$ cat src/rtl/gamma_channel_sequencer.sv
// Time-shares one 8->8 gamma LUT over the G, R and B bytes of a GRB pixel (1 pixel / 5 clk).
// Optional feature: define BRIGHTNESS_SCALE_EN to pre-scale each byte by the brightness latched at accept.
module gamma_channel_sequencer #(
  parameter int NUM_LEDS = 60,
  parameter int IDX_W    = 8
) (
  input  logic        clk,
  input  logic        rst_n,
  input  logic        frame_sync,
  input  logic [7:0]  brightness,
  input  logic        in_valid,
  output logic        in_ready,
  input  logic [23:0] in_pixel,
  output logic        out_valid,
  input  logic        out_ready,
  output logic [23:0] out_pixel,
  output logic        out_last,
  output logic        busy
);

  typedef enum logic [2:0] {
    S_IDLE = 3'd0,
    S_CH_G = 3'd1,
    S_CH_R = 3'd2,
    S_CH_B = 3'd3,
    S_OUT  = 3'd4
  } state_t;

  localparam logic [IDX_W-1:0] LAST_IDX = IDX_W'(NUM_LEDS - 1);
  localparam logic [IDX_W-1:0] IDX_ONE  = IDX_W'(1);

  state_t             state_q, state_d;
  logic [23:0]        pix_q, pix_d;
  logic [23:0]        out_pixel_q, out_pixel_d;
  logic [IDX_W-1:0]   pix_idx_q, pix_idx_d;
  logic               out_valid_q, out_valid_d;
  logic               out_last_q, out_last_d;
  logic               busy_q, busy_d;
  logic [7:0]         bright_q, bright_d;
  logic               in_ready_s;
  logic [7:0]         lut_sel_s;
  logic [7:0]         lut_in_s;
  logic [7:0]         lut_out_s;

`ifdef BRIGHTNESS_SCALE_EN
  // 255 maps to identity, 0 maps every channel to 0.
  function automatic logic [7:0] scale_byte(input logic [7:0] b, input logic [7:0] br);
    logic [15:0] prod;
    prod = {8'd0, b} * ({8'd0, br} + 16'd1);
    return prod[15:8];
  endfunction

  assign lut_in_s = scale_byte(lut_sel_s, bright_q);
`else
  logic unused_brightness_s;
  assign unused_brightness_s = ^{brightness, bright_q};
  assign lut_in_s = lut_sel_s;
`endif

  gamma_correction_LUT u_lut (
    .lut_in  (lut_in_s),
    .lut_out (lut_out_s)
  );

  // Next-state, channel select and output-register updates; frame_sync overrides everything.
  always_comb begin
    state_d     = state_q;
    pix_d       = pix_q;
    bright_d    = bright_q;
    out_pixel_d = out_pixel_q;
    pix_idx_d   = pix_idx_q;
    out_valid_d = out_valid_q;
    out_last_d  = out_last_q;
    lut_sel_s   = 8'd0;
    in_ready_s  = (state_q == S_IDLE) && !frame_sync;

    case (state_q)
      S_IDLE: begin
        if (in_valid && in_ready_s) begin
          pix_d    = in_pixel;
          bright_d = brightness;
          state_d  = S_CH_G;
        end else begin
          state_d  = S_IDLE;
        end
      end
      S_CH_G: begin
        lut_sel_s          = pix_q[23:16];
        out_pixel_d[23:16] = lut_out_s;
        state_d            = S_CH_R;
      end
      S_CH_R: begin
        lut_sel_s          = pix_q[15:8];
        out_pixel_d[15:8]  = lut_out_s;
        state_d            = S_CH_B;
      end
      S_CH_B: begin
        lut_sel_s          = pix_q[7:0];
        out_pixel_d[7:0]   = lut_out_s;
        out_valid_d        = 1'b1;
        out_last_d         = (pix_idx_q == LAST_IDX);
        state_d            = S_OUT;
      end
      S_OUT: begin
        if (out_ready) begin
          out_valid_d = 1'b0;
          out_last_d  = 1'b0;
          pix_idx_d   = (pix_idx_q == LAST_IDX) ? {IDX_W{1'b0}} : (pix_idx_q + IDX_ONE);
          state_d     = S_IDLE;
        end else begin
          state_d     = S_OUT;
        end
      end
      default: begin
        state_d     = S_IDLE;
        out_valid_d = 1'b0;
        out_last_d  = 1'b0;
      end
    endcase

    // A handshake coinciding with frame_sync still delivers, but the index restarts at 0.
    if (frame_sync) begin
      state_d     = S_IDLE;
      pix_idx_d   = {IDX_W{1'b0}};
      out_valid_d = 1'b0;
      out_last_d  = 1'b0;
    end else begin
      pix_idx_d   = pix_idx_d;
    end

    busy_d = (state_d != S_IDLE);
  end

  // State and datapath registers.
  always_ff @(posedge clk or negedge rst_n) begin
    if (!rst_n) begin
      state_q     <= S_IDLE;
      pix_q       <= 24'd0;
      bright_q    <= 8'd0;
      out_pixel_q <= 24'd0;
      pix_idx_q   <= {IDX_W{1'b0}};
      out_valid_q <= 1'b0;
      out_last_q  <= 1'b0;
      busy_q      <= 1'b0;
    end else begin
      state_q     <= state_d;
      pix_q       <= pix_d;
      bright_q    <= bright_d;
      out_pixel_q <= out_pixel_d;
      pix_idx_q   <= pix_idx_d;
      out_valid_q <= out_valid_d;
      out_last_q  <= out_last_d;
      busy_q      <= busy_d;
    end
  end

  assign in_ready  = in_ready_s;
  assign out_valid = out_valid_q;
  assign out_pixel = out_pixel_q;
  assign out_last  = out_last_q;
  assign busy      = busy_q;

endmodule

// Combinational 8->8 gamma 2.0 curve: ceil(x*x/256), so 0->0 and 255->255.
module gamma_correction_LUT (
  input  logic [7:0] lut_in,
  output logic [7:0] lut_out
);

  logic [15:0] sq_s;

  // Square plus 255 rounds the divide-by-256 upward; the max sum 65280 fits 16 bits.
  always_comb begin
    sq_s    = ({8'd0, lut_in} * {8'd0, lut_in}) + 16'd255;
    lut_out = sq_s[15:8];
  end

endmodule

$ cat config.mk
export PLATFORM = sky130hd
export DESIGN_NAME = gamma_channel_sequencer
export DESIGN_NICKNAME = d
export VERILOG_FILES = /design/src/rtl/gamma_channel_sequencer.sv
export SDC_FILE = /design/constraint.sdc
export NUM_CORES = 1
export LEC_CHECK = 0
export ABC_AREA = 1
export BUFFER_PORTS_ARGS = -buffer_cell sky130_fd_sc_hd__buf_2
export CAP_MARGIN = 20
export CORE_MARGIN = 2
export CORE_UTILIZATION = 45
export DETAILED_ROUTE_END_ITERATION = 6
export PLACE_DENSITY = 0.78
export SLEW_MARGIN = 20
export SYNTH_ARGS = -nofsm -noshare
export SYNTH_HDL_FRONTEND = slang
export SYNTH_SLANG_ARGS = --single-unit
$ cat constraint.sdc
create_clock -name clk -period 4.75 [get_ports clk]
set_input_delay 0.475 -clock clk [delete_from_list [all_inputs] [get_ports clk]]
set_output_delay 0.475 -clock clk [all_outputs]
set_load 0.02 [all_outputs]
==> metrics.yaml, run 1 <==
die_y_microns: 104
dp_slack_ps: -92.8
fin_util_pct: 59.0
rows: 36
status: "completed"
dp_cells: 723
syn_nets: 607
synth.area.top_cells: "dfrtp_1, fa_1, nand2_1, ha_1, inv_1"
io_buffers: 56
ios: 65
yosysTopAreaCell: "dfrtp_1"
synth_most_common_cell: "nand2_1"
htreeDepth: 3
antenna_found_initial: 0
finalNetCount: 705
synth_flop_cell: "dfrtp_1"
timing.hold.ws_ps: 274
start_util_pct: 46.3
combPwrFrac_pct: 45.1
grt_max_degree: 63
worstSetupPathType: "register to register"
arrival_ps: 4960
drive_gt1_share_pct: 34.5
vias: 3894
clkPwrFrac_pct: 22.2
fmax_ghz: 0.212
async_reset_ff_share_pct: 100
syn_area_sq_um: 4510
ir_drop_mv: 0.233
leakage_nw: 3.22
gr-total-overflow: 0
crit_path_end_kind: "register"
synth_top_area_share_pct: 34.4
powerDensity_nw_per_um2: 370
insertion_delay_ps: 360
finalCritPeriodShare_pct: 99.3
cts_tree: "built"
tns_ps: 0
min_path_type: "input port to asynchronous set/reset pin"
clk_path_buf_depth: 2
drt-initial-drc-count: 142
final_antenna_net_count: 0
drv_cap: 0
rsz0062_at_grt: "yes"
place_congestion: 0.896
dpl_cell_area_sq_um: 5090
tightest_slew_ps: 758
finalMaxSlewViolations: 0
cp_data_required_time_ps: 4990
regToRegSetupSlack_ps: 30
clk_pin_slew_ps: 70
swShare_pct: 40.2
cp-startpoint: "state_q[1]"
crit_fanout: 8
p_int_mw: 1.27
p_switching_uw: 853
ys_ff_latch: 62
core_sq_um: 9730
finClkSkew_ps: 12.4
grt_pass1_vias: 4078
start_kind: "register"
synth_edf_count: 0
finalSetupViolCount: 0
synthTopCellsByCount: "nand2_1, inv_1, dfrtp_1, nand3_1, fa_1"
final_cells: 750
min_period_ps: 4720
worst_slack_ps: 31.2
hpwlAfterDp_microns: 7780
relSlewSlack_pct: 49.5
fillers: 839
power_frac_seq_pct: 32.7
diodes: 0
syn2layout_area_growth_pct: 27.3
via_per_inst: 5.19
yosysUniqueCellTypes: 39
wire_per_inst_microns: 14.7
hold_viol_final: 0
ys_warn_count: 0
final_cell_area_sq_um: 5740
yosysSeqAreaShare_pct: 34.4
ctsHoldBuffers: 0
grt_usage_pct: 20.5
syn_inst: 514
worstReg2RegStart: "state_q[1]"
totalPowerFinal_mw: 2.12
avgSynthCellArea_sq_um: 8.77
root_buffer: "clkbuf_8"
grt_pass1_wl_microns: 18300
drcViolationCount: 0
drtPass1Iterations: 5
wirelength_microns: 11000
die_area_sq_um: 10800
clock-sinks: 62
cts_buffers: 9
die_x_microns: 104
critical path: stages (launching register included):
cell     delay [ps]
dfrtp_2         470
buf_4           180
nand3_4          90
inv_4            70
nand2_1          70
nand3_2         110
buf_6           140
buf_4           130
nand2_1          70
inv_1            60
fa_2            570
fa_1            450
fa_1            570
fa_1            460
ha_4            370
nand2_4          90
nor4_2          260
nand2_1         110
nand2_1          60
nand2_1         100
nand3_1         120
nand2_1          60
routing by layer:
layer	vias up	GRT usage [%]	wire length (microns)
li1	1835	-	-
met1	1891	25.6	4550
met2	138	36.1	5670
met3	30	3.70	486
met4	0	6.66	302
met5	-	0	0
sequential cells by signal (all words and copies together) (netlist names):
name / count
out_last: 1
state_q: 3
out_valid: 1
pix_idx_q: 8
pix_q: 24
busy: 1
out_pixel: 24
cells by family after synthesis:
kind of cell | count (synthesis) | synth area share (%)
multiplexers | 24 | 6.00
AO/OA/AOI/OAI | 37 | 4.91
flip-flops | 62 | 34.4
adder cells (fa/ha/maj) | 56 | 20.4
buffers and inverters | 89 | 8.41
XOR/XNOR | 8 | 1.55
AND/OR/NAND/NOR | 238 | 24.3
cells in the final DEF, fill, tap and decap left out, types with 3 or more instances in the layout:
cell	n
nand2_2	19
ha_4	7
dfrtp_1	60
nand2_1	129
fa_1	28
buf_2	56
buf_6	5
nand3_1	38
inv_2	5
xor2_1	6
inv_1	75
clkbuf_8	9
a21oi_1	8
a21oi_2	8
nor2_1	10
nor3_1	5
mux2_2	22
o21bai_1	3
o21ai_0	3
nand3_2	11
nor2_4	4
o21ai_2	3
ha_1	20
buf_4	32
nand4_1	6
final cells by class:
class                      instances  area, sq um  area share [%]
tap                              133          166            2.90
clock inverter                     7         73.8            1.29
timing repair buffer              95          617            10.8
inverter                          81          307            5.34
sequential                        62         1550            27.1
multi-input combinational        363         2900            50.5
clock buffer                       9          124            2.16
timing repair:
| action | 4_1_cts | 5_1_grt |
|---|---|---|
| hold endpoints to repair | 0 | 0 |
| buffers inserted | 2 | 9 |
| pin swaps | 3 | 25 |
| setup endpoints to repair | 14 | 24 |
| cloned | 0 | 0 |
| gates resized for setup | 4 | 74 |
path summary, 6_finish.rpt:
kind	depth (start not counted)	end
max in group asynchronous	2	state_q[1]
hold / removal	2	out_valid
setup / recovery	21	out_pixel[5]
setup reg to reg	21	out_pixel[5]
hold reg to reg	2	out_pixel[23]
min in group clk	2	pix_q[15]
power groups by stage:
stage | Sequential, mW | Combinational, mW | Clock, mW
after CTS | 0.693 | 0.727 | 0.480
after global placement | 0.694 | 0.693 | 0
final | 0.693 | 0.957 | 0.472
after detailed placement | 0.700 | 0.716 | 0
after floorplan | 0.756 | 0.428 | 0
after global routing | 0.706 | 1.05 | 0.504
Power figures use the tool's default switching activity.
==> run 2: changes to the inputs <==
--- a/config.mk
+++ b/config.mk
@@ -8,6 +8,7 @@
 export ABC_AREA = 1
 export BUFFER_PORTS_ARGS = -buffer_cell sky130_fd_sc_hd__buf_2
 export CAP_MARGIN = 20
+export CORE_ASPECT_RATIO = 0.7
 export CORE_MARGIN = 2
 export CORE_UTILIZATION = 45
 export DETAILED_ROUTE_END_ITERATION = 6
==> run 2 against run 1 <==
  * Die area rose by 0.12%
  * Cell count shrank 1.2%
  * Final area is 1.2% lower
  * Largest cell class unchanged
==> metrics.yaml, run 2 (synthesis gave the netlist of run 1 again) <==
rows: 30  # -17%
die_area_sq_um: 10800  # +0.12%
ir_drop_mv: 0.255  # +9.5%
finalNetCount: 702  # -0.43%
final_cells: 741  # -1.2%
arrival_ps: 4830  # -130 ps
slowest_stage: "fa_1"
final_antenna_net_count: 0  # unchanged
cp.depth: 21  # unchanged
cts_buffers: 9  # unchanged
die_y_microns: 87.7  # -16%
io_buffers: 56  # unchanged
core_sq_um: 9720  # about the same
regToRegSetupSlack_ps: 140  # +110 ps
worstSetupPathType: "register to register"
clk_path_buf_depth: 2  # unchanged
grt_usage_pct: 21.3  # +0.79 points
r2r_cells: 21  # unchanged
cp_top_family: "adder cells"
wire_per_inst_microns: 14.7  # about the same
dp_cells: 716  # -0.97%
drv_cap: 0  # unchanged
syn2layout_area_growth_pct: 25.8
via_per_inst: 5.21  # +0.28%
relSlewSlack_pct: 48.5  # -0.91 points
clock-sinks: 62  # unchanged
grt_pass1_vias: 3875  # -5.0%
cts_tree: "built"
layout_common_cells: "nand2_1, inv_1, dfrtp_1"
vias: 3858  # -0.92%
timing.hold.ws_ps: 279  # +5.64 ps
finalCritPeriodShare_pct: 97.1  # -2.2 points
leakage_nw: 3.20  # -0.74%
crit_fanout: 8  # unchanged
critical_path_buf_inv_count: 6  # +1
diodes: 0  # unchanged
fillers: 782  # -6.8%
min_path_type: "input port to asynchronous set/reset pin"
hold_viol_final: 0  # unchanged
finalSetupViolCount: 0  # unchanged
mostFrequentLayoutCell: "nand2_1"
cp_data_required_time_ps: 4970  # -20 ps
min_period_ps: 4610  # -106 ps
wirelength_microns: 10900  # -1.2%
clk_pin_slew_ps: 50  # -20 ps
hpwlAfterDp_microns: 8010  # +2.9%
tightest_slew_ps: 772  # +13.7 ps
grt_max_degree: 63  # unchanged
htreeDepth: 3  # unchanged
antenna_found_initial: 0  # unchanged
die_x_microns: 124  # +19%
start_util_pct: 46.4  # about the same
path_cells: "buf_4 > nand3_4 > inv_4 > nand2_1 > nand3_2 > buf_6 > buf_4 > nand2_1 > inv_1 > fa_1 > fa_1 > fa_1 > fa_1 > ha_1 > nand2_1 > o21ai_2 > inv_1 > o21ai_1 > or2_1 > nand3_1 > nand2_1"
grt_pass1_wl_microns: 17900  # -2.2%
drcViolationCount: 0  # unchanged
start_kind: "register"
ios: 65  # unchanged
place_congestion: 0.944  # +5.4%
gr-total-overflow: 0  # unchanged
fmax_ghz: 0.217  # +2.3%
drt-initial-drc-count: 191  # +35%
totalPowerFinal_mw: 2.20  # +3.9%
multi_input_area_sq_um: 2760  # -4.7%
insertion_delay_ps: 340  # -20 ps
powerDensity_nw_per_um2: 389  # +5.2%
seq_area_sq_um: 1560  # about the same
tns_ps: 0  # unchanged
drtPass1Iterations: 5  # unchanged
finalMaxSlewViolations: 0  # unchanged
finClkSkew_ps: 6.27  # -6.09 ps
drive_gt1_share_pct: 31.5  # -3.0 points
max_stage_delay_ps: 570  # about the same
root_buffer: "clkbuf_16"
crit_path_end_kind: "register"
status: "completed"
==> run 2: path summary, 6_finish.rpt <==
| path | startpoint | to |
|---|---|---|
| max | state_q[1] | out_pixel[16] |
| min | rst_n | out_pixel[18] |
| max reg2reg | state_q[1] | out_pixel[16] |
| min reg2reg | out_pixel[1] | out_pixel[1] |
| max in group asynchronous | rst_n | state_q[0] |
| min in group clk | in_pixel[15] | pix_q[15] |
==> run 2: power breakdown <==
group          switching, mW  internal [mW]  total (mW)
combinational          0.512          0.350       0.861
clock                  0.232          0.415       0.647
sequential            0.0627          0.634       0.697
total                  0.807           1.40        2.20
==> run 2: routing by layer <==
layer,track usage [%],vias to the layer above,routed length [microns]
met5,0,-,0
met1,27.9,1887,4910
met3,5.86,19,622
met4,5.06,0,173
met2,35.6,124,5170
li1,-,1828,-
==> run 2: metrics by stage <==
stage	worst slack, ps	cell area, sq um	util, %
global route	-61.8	5670	58.3
floorplan	85.9	4510	-
finish	138	5670	58.3
global placement	35.4	5070	52.2
detailed placement	-75.8	5070	52.2
CTS	5.44	5390	55.5
==> run 2: layout make-up <==
| class | count | area share (%) |
|---|---|---|
| Clock buffer | 11 | 4.28 |
| Clock inverter | 4 | 0.839 |
| Inverter | 81 | 5.45 |
| Multi-Input combinational cell | 363 | 48.7 |
| Sequential cell | 62 | 27.4 |
| Tap cell | 128 | 2.82 |
| Timing Repair Buffer | 92 | 10.5 |
==> run 2: what timing repair did <==
action / 4_1_cts / 5_1_grt
hold buffers: 0 / 0
pin swaps: 3 / 18
setup buffers: 2 / 8
gates resized for setup: 3 / 52
endpoints found under the setup margin: 15 / 24
==> run 3: changes to the inputs <==
--- a/config.mk
+++ b/config.mk
@@ -10,9 +10,10 @@
 export CAP_MARGIN = 20
 export CORE_ASPECT_RATIO = 0.7
 export CORE_MARGIN = 2
-export CORE_UTILIZATION = 45
+export CORE_UTILIZATION = 53
+export CTS_CLUSTER_SIZE = 25
 export DETAILED_ROUTE_END_ITERATION = 6
-export PLACE_DENSITY = 0.78
+export PLACE_DENSITY = 0.88
 export SLEW_MARGIN = 20
 export SYNTH_ARGS = -nofsm -noshare
 export SYNTH_HDL_FRONTEND = slang
==> constraint.sdc (replaced) <==
create_clock -name clk -period 3.7 [get_ports clk]
set_input_delay 0.37 -clock clk [delete_from_list [all_inputs] [get_ports clk]]
set_output_delay 0.37 -clock clk [all_outputs]
set_load 0.02 [all_outputs]
==> run 3 against run 2 <==
  * The flow now finishes with violations (setup timing)
  * Combinational power rose by 57%
  * Largest cell class unchanged
  * Utilization is 15 points higher
  * Die area is 15% lower
==> metrics.yaml, run 3 (synthesis gave the netlist of run 1 again) <==
mostFrequentLayoutCell: "nand2_1"
ios: 65  # unchanged
ir_drop_mv: 0.358  # +40%
dp_cells: 712  # -0.56%
drive_gt1_share_pct: 39.4  # +7.9 points
vias: 4222  # +9.4%
drt-initial-drc-count: 411  # +120%
hold_viol_final: 0  # unchanged
status: "complete, but fails checks"
io_buffers: 56  # unchanged
finalNetCount: 730  # +4.0%
clock-sinks: 62  # unchanged
cts_buffers: 9  # unchanged
crit_fanout: 8  # unchanged
worstReg2RegStart: "state_q[2]"
grt_usage_pct: 28.9  # +7.5 points
htreeDepth: 3  # unchanged
relSlewSlack_pct: 42.6  # -5.9 points
critical_path_buf_inv_count: 6  # unchanged
syn2layout_area_growth_pct: 35.1
clk_pin_slew_ps: 50  # about the same
crit_path_end_kind: "register"
min_period_ps: 4560  # -53.9 ps
final_cell_area_sq_um: 6090  # +7.5%
die_y_microns: 81.2  # -7.5%
tightest_slew_ps: 860  # +88.6 ps
cts_tree: "built"
met1_usage_pct: 33.5  # +5.6 points
drcViolationCount: 0  # unchanged
dpl_cell_area_sq_um: 5320  # +4.9%
max_stage_delay_ps: 510  # -60 ps
start_util_pct: 54.1  # +7.7 points
drtPass1Iterations: 5  # unchanged
finClkSkew_ps: 5.92  # -0.346 ps
via_per_inst: 5.65  # +8.6%
insertion_delay_ps: 340  # about the same
finalCritPeriodShare_pct: 123  # +26 points
cp_data_required_time_ps: 3920  # -1050 ps
leakage_nw: 3.42  # +7.0%
die_area_sq_um: 9270  # -15%
core_sq_um: 8340  # -14%
wirelength_microns: 13000  # +19%
cp_top_family: "adder cells"
powerDensity_nw_per_um2: 515  # +32%
clk_path_buf_depth: 2  # unchanged
antenna_found_initial: 0  # unchanged
path_cells: "nor3_4 > buf_6 > buf_6 > nand2_4 > nand3_4 > inv_2 > fa_1 > inv_2 > fa_1 > fa_1 > inv_2 > fa_1 > inv_2 > ha_4 > a21oi_4 > o21ai_2 > a21oi_1 > nand2_1 > or2_1 > nand3_1 > nand2_1"
grt_use_met3_pct: 7.16  # +1.3 points
finalMaxSlewViolations: 0  # unchanged
violations: "setup timing"
worstSetupPathType: "register to register"
diodes: 0  # unchanged
totalPowerFinal_mw: 3.14  # +42%
die_x_microns: 114  # -7.6%
final_antenna_net_count: 0  # unchanged
fmax_ghz: 0.219  # +1.2%
drv_cap: 0  # unchanged
root_buffer: "clkbuf_16"
rsz0062_at_grt: "yes"
rows: 28  # -6.7%
place_congestion: 0.950  # +0.67%
wire_per_inst_microns: 17.4  # +18%
tns_ps: -18220  # -18220 ps
timing.hold.ws_ps: 153  # -127 ps
grt_max_degree: 40  # -37%
start_kind: "register"
fin_util_pct: 73.1  # +15 points
grt_pass1_vias: 4404  # +14%
finalSetupViolCount: 24  # +24
grt_pass1_wl_microns: 20600  # +15%
worst_slack_ps: -858  # -996 ps
hpwlAfterDp_microns: 9080  # +13%
gr-max-usage-layer: "met2"
dp_slack_ps: -950  # -874 ps
slowest_stage: "fa_1"
arrival_ps: 4780  # -50 ps
layout_common_cells: "nand2_1, inv_1, dfrtp_1"
final_cells: 747  # +0.81%
use_met2_pct: 50.6  # +15 points
cp-startpoint: "state_q[2]"
gr-total-overflow: 0  # unchanged
min_path_type: "input port to asynchronous set/reset pin"
## run 3: cell count changes in the layout (fill, tap and decap cells not counted), moves of 4 or more
| cell | before | now |
|---|---|---|
| nand3_4 | 1 | 5 |
| nand2_1 | 133 | 113 |
| a21oi_2 | 7 | 3 |
| inv_2 | 3 | 8 |
| buf_4 | 29 | 59 |
| nand2_2 | 17 | 28 |
| inv_1 | 76 | 72 |
| nand2_4 | 1 | 10 |
## run 3: timing repair
| action | 4_1_cts | 5_1_grt |
|---|---|---|
| gates resized for setup | 40 | 37 |
| buffers inserted | 13 | 6 |
| gates cloned | 0 | 0 |
| setup endpoints to repair | 24 | 24 |
| pin swaps | 33 | 7 |
| hold buffers | 0 | 0 |
## run 3: power breakdown
part	internal (mW)	total (mW)	leakage [nW]	switching, mW
Sequential	0.814	0.915	0.799	0.102
Clock	0.575	0.866	0.152	0.292
Combinational	0.562	1.35	2.47	0.793
## run 3: cell type report
cell class	instances	area (sq um)
Fill cell	516	2250
Timing Repair Buffer	120	779
Multi-Input combinational cell	363	3000
Clock inverter	3	42.5
Sequential cell	62	1550
Tap cell	105	131
Clock buffer	13	270
Inverter	81	312
## run 3: path summary, 6_finish.rpt
kind | to | slack [ps] | cells after the start
max in group asynchronous | state_q[2] | 2700 | 2
worst min register to register | out_pixel[23] | 480 | 2
worst min-delay path | out_pixel[14] | 150 | 1
min in group clk | pix_q[12] | 270 | 2
worst max-delay path | out_pixel[19] | -860 | 21
worst max register to register | out_pixel[19] | -860 | 21
## run 3: worst register-to-register path: stages, from the launching register on
cell and delay (ps):
dfrtp_2 470, nor3_4 210, buf_6 180, buf_6 130, nand2_4 50, nand3_4 100, inv_2 50, fa_1 490
inv_2 40, fa_1 460, fa_1 510, inv_2 40, fa_1 510, inv_2 50, ha_4 260, a21oi_4 170
o21ai_2 80, a21oi_1 180, nand2_1 100, or2_1 240, nand3_1 80, nand2_1 50
## run 3: layer usage
layer | vias up | part of all wire [%]
li1 | 1900 | -
met1 | 2042 | 38
met2 | 216 | 50
met3 | 64 | 7.0
met4 | 0 | 4.4
met5 | - | 0
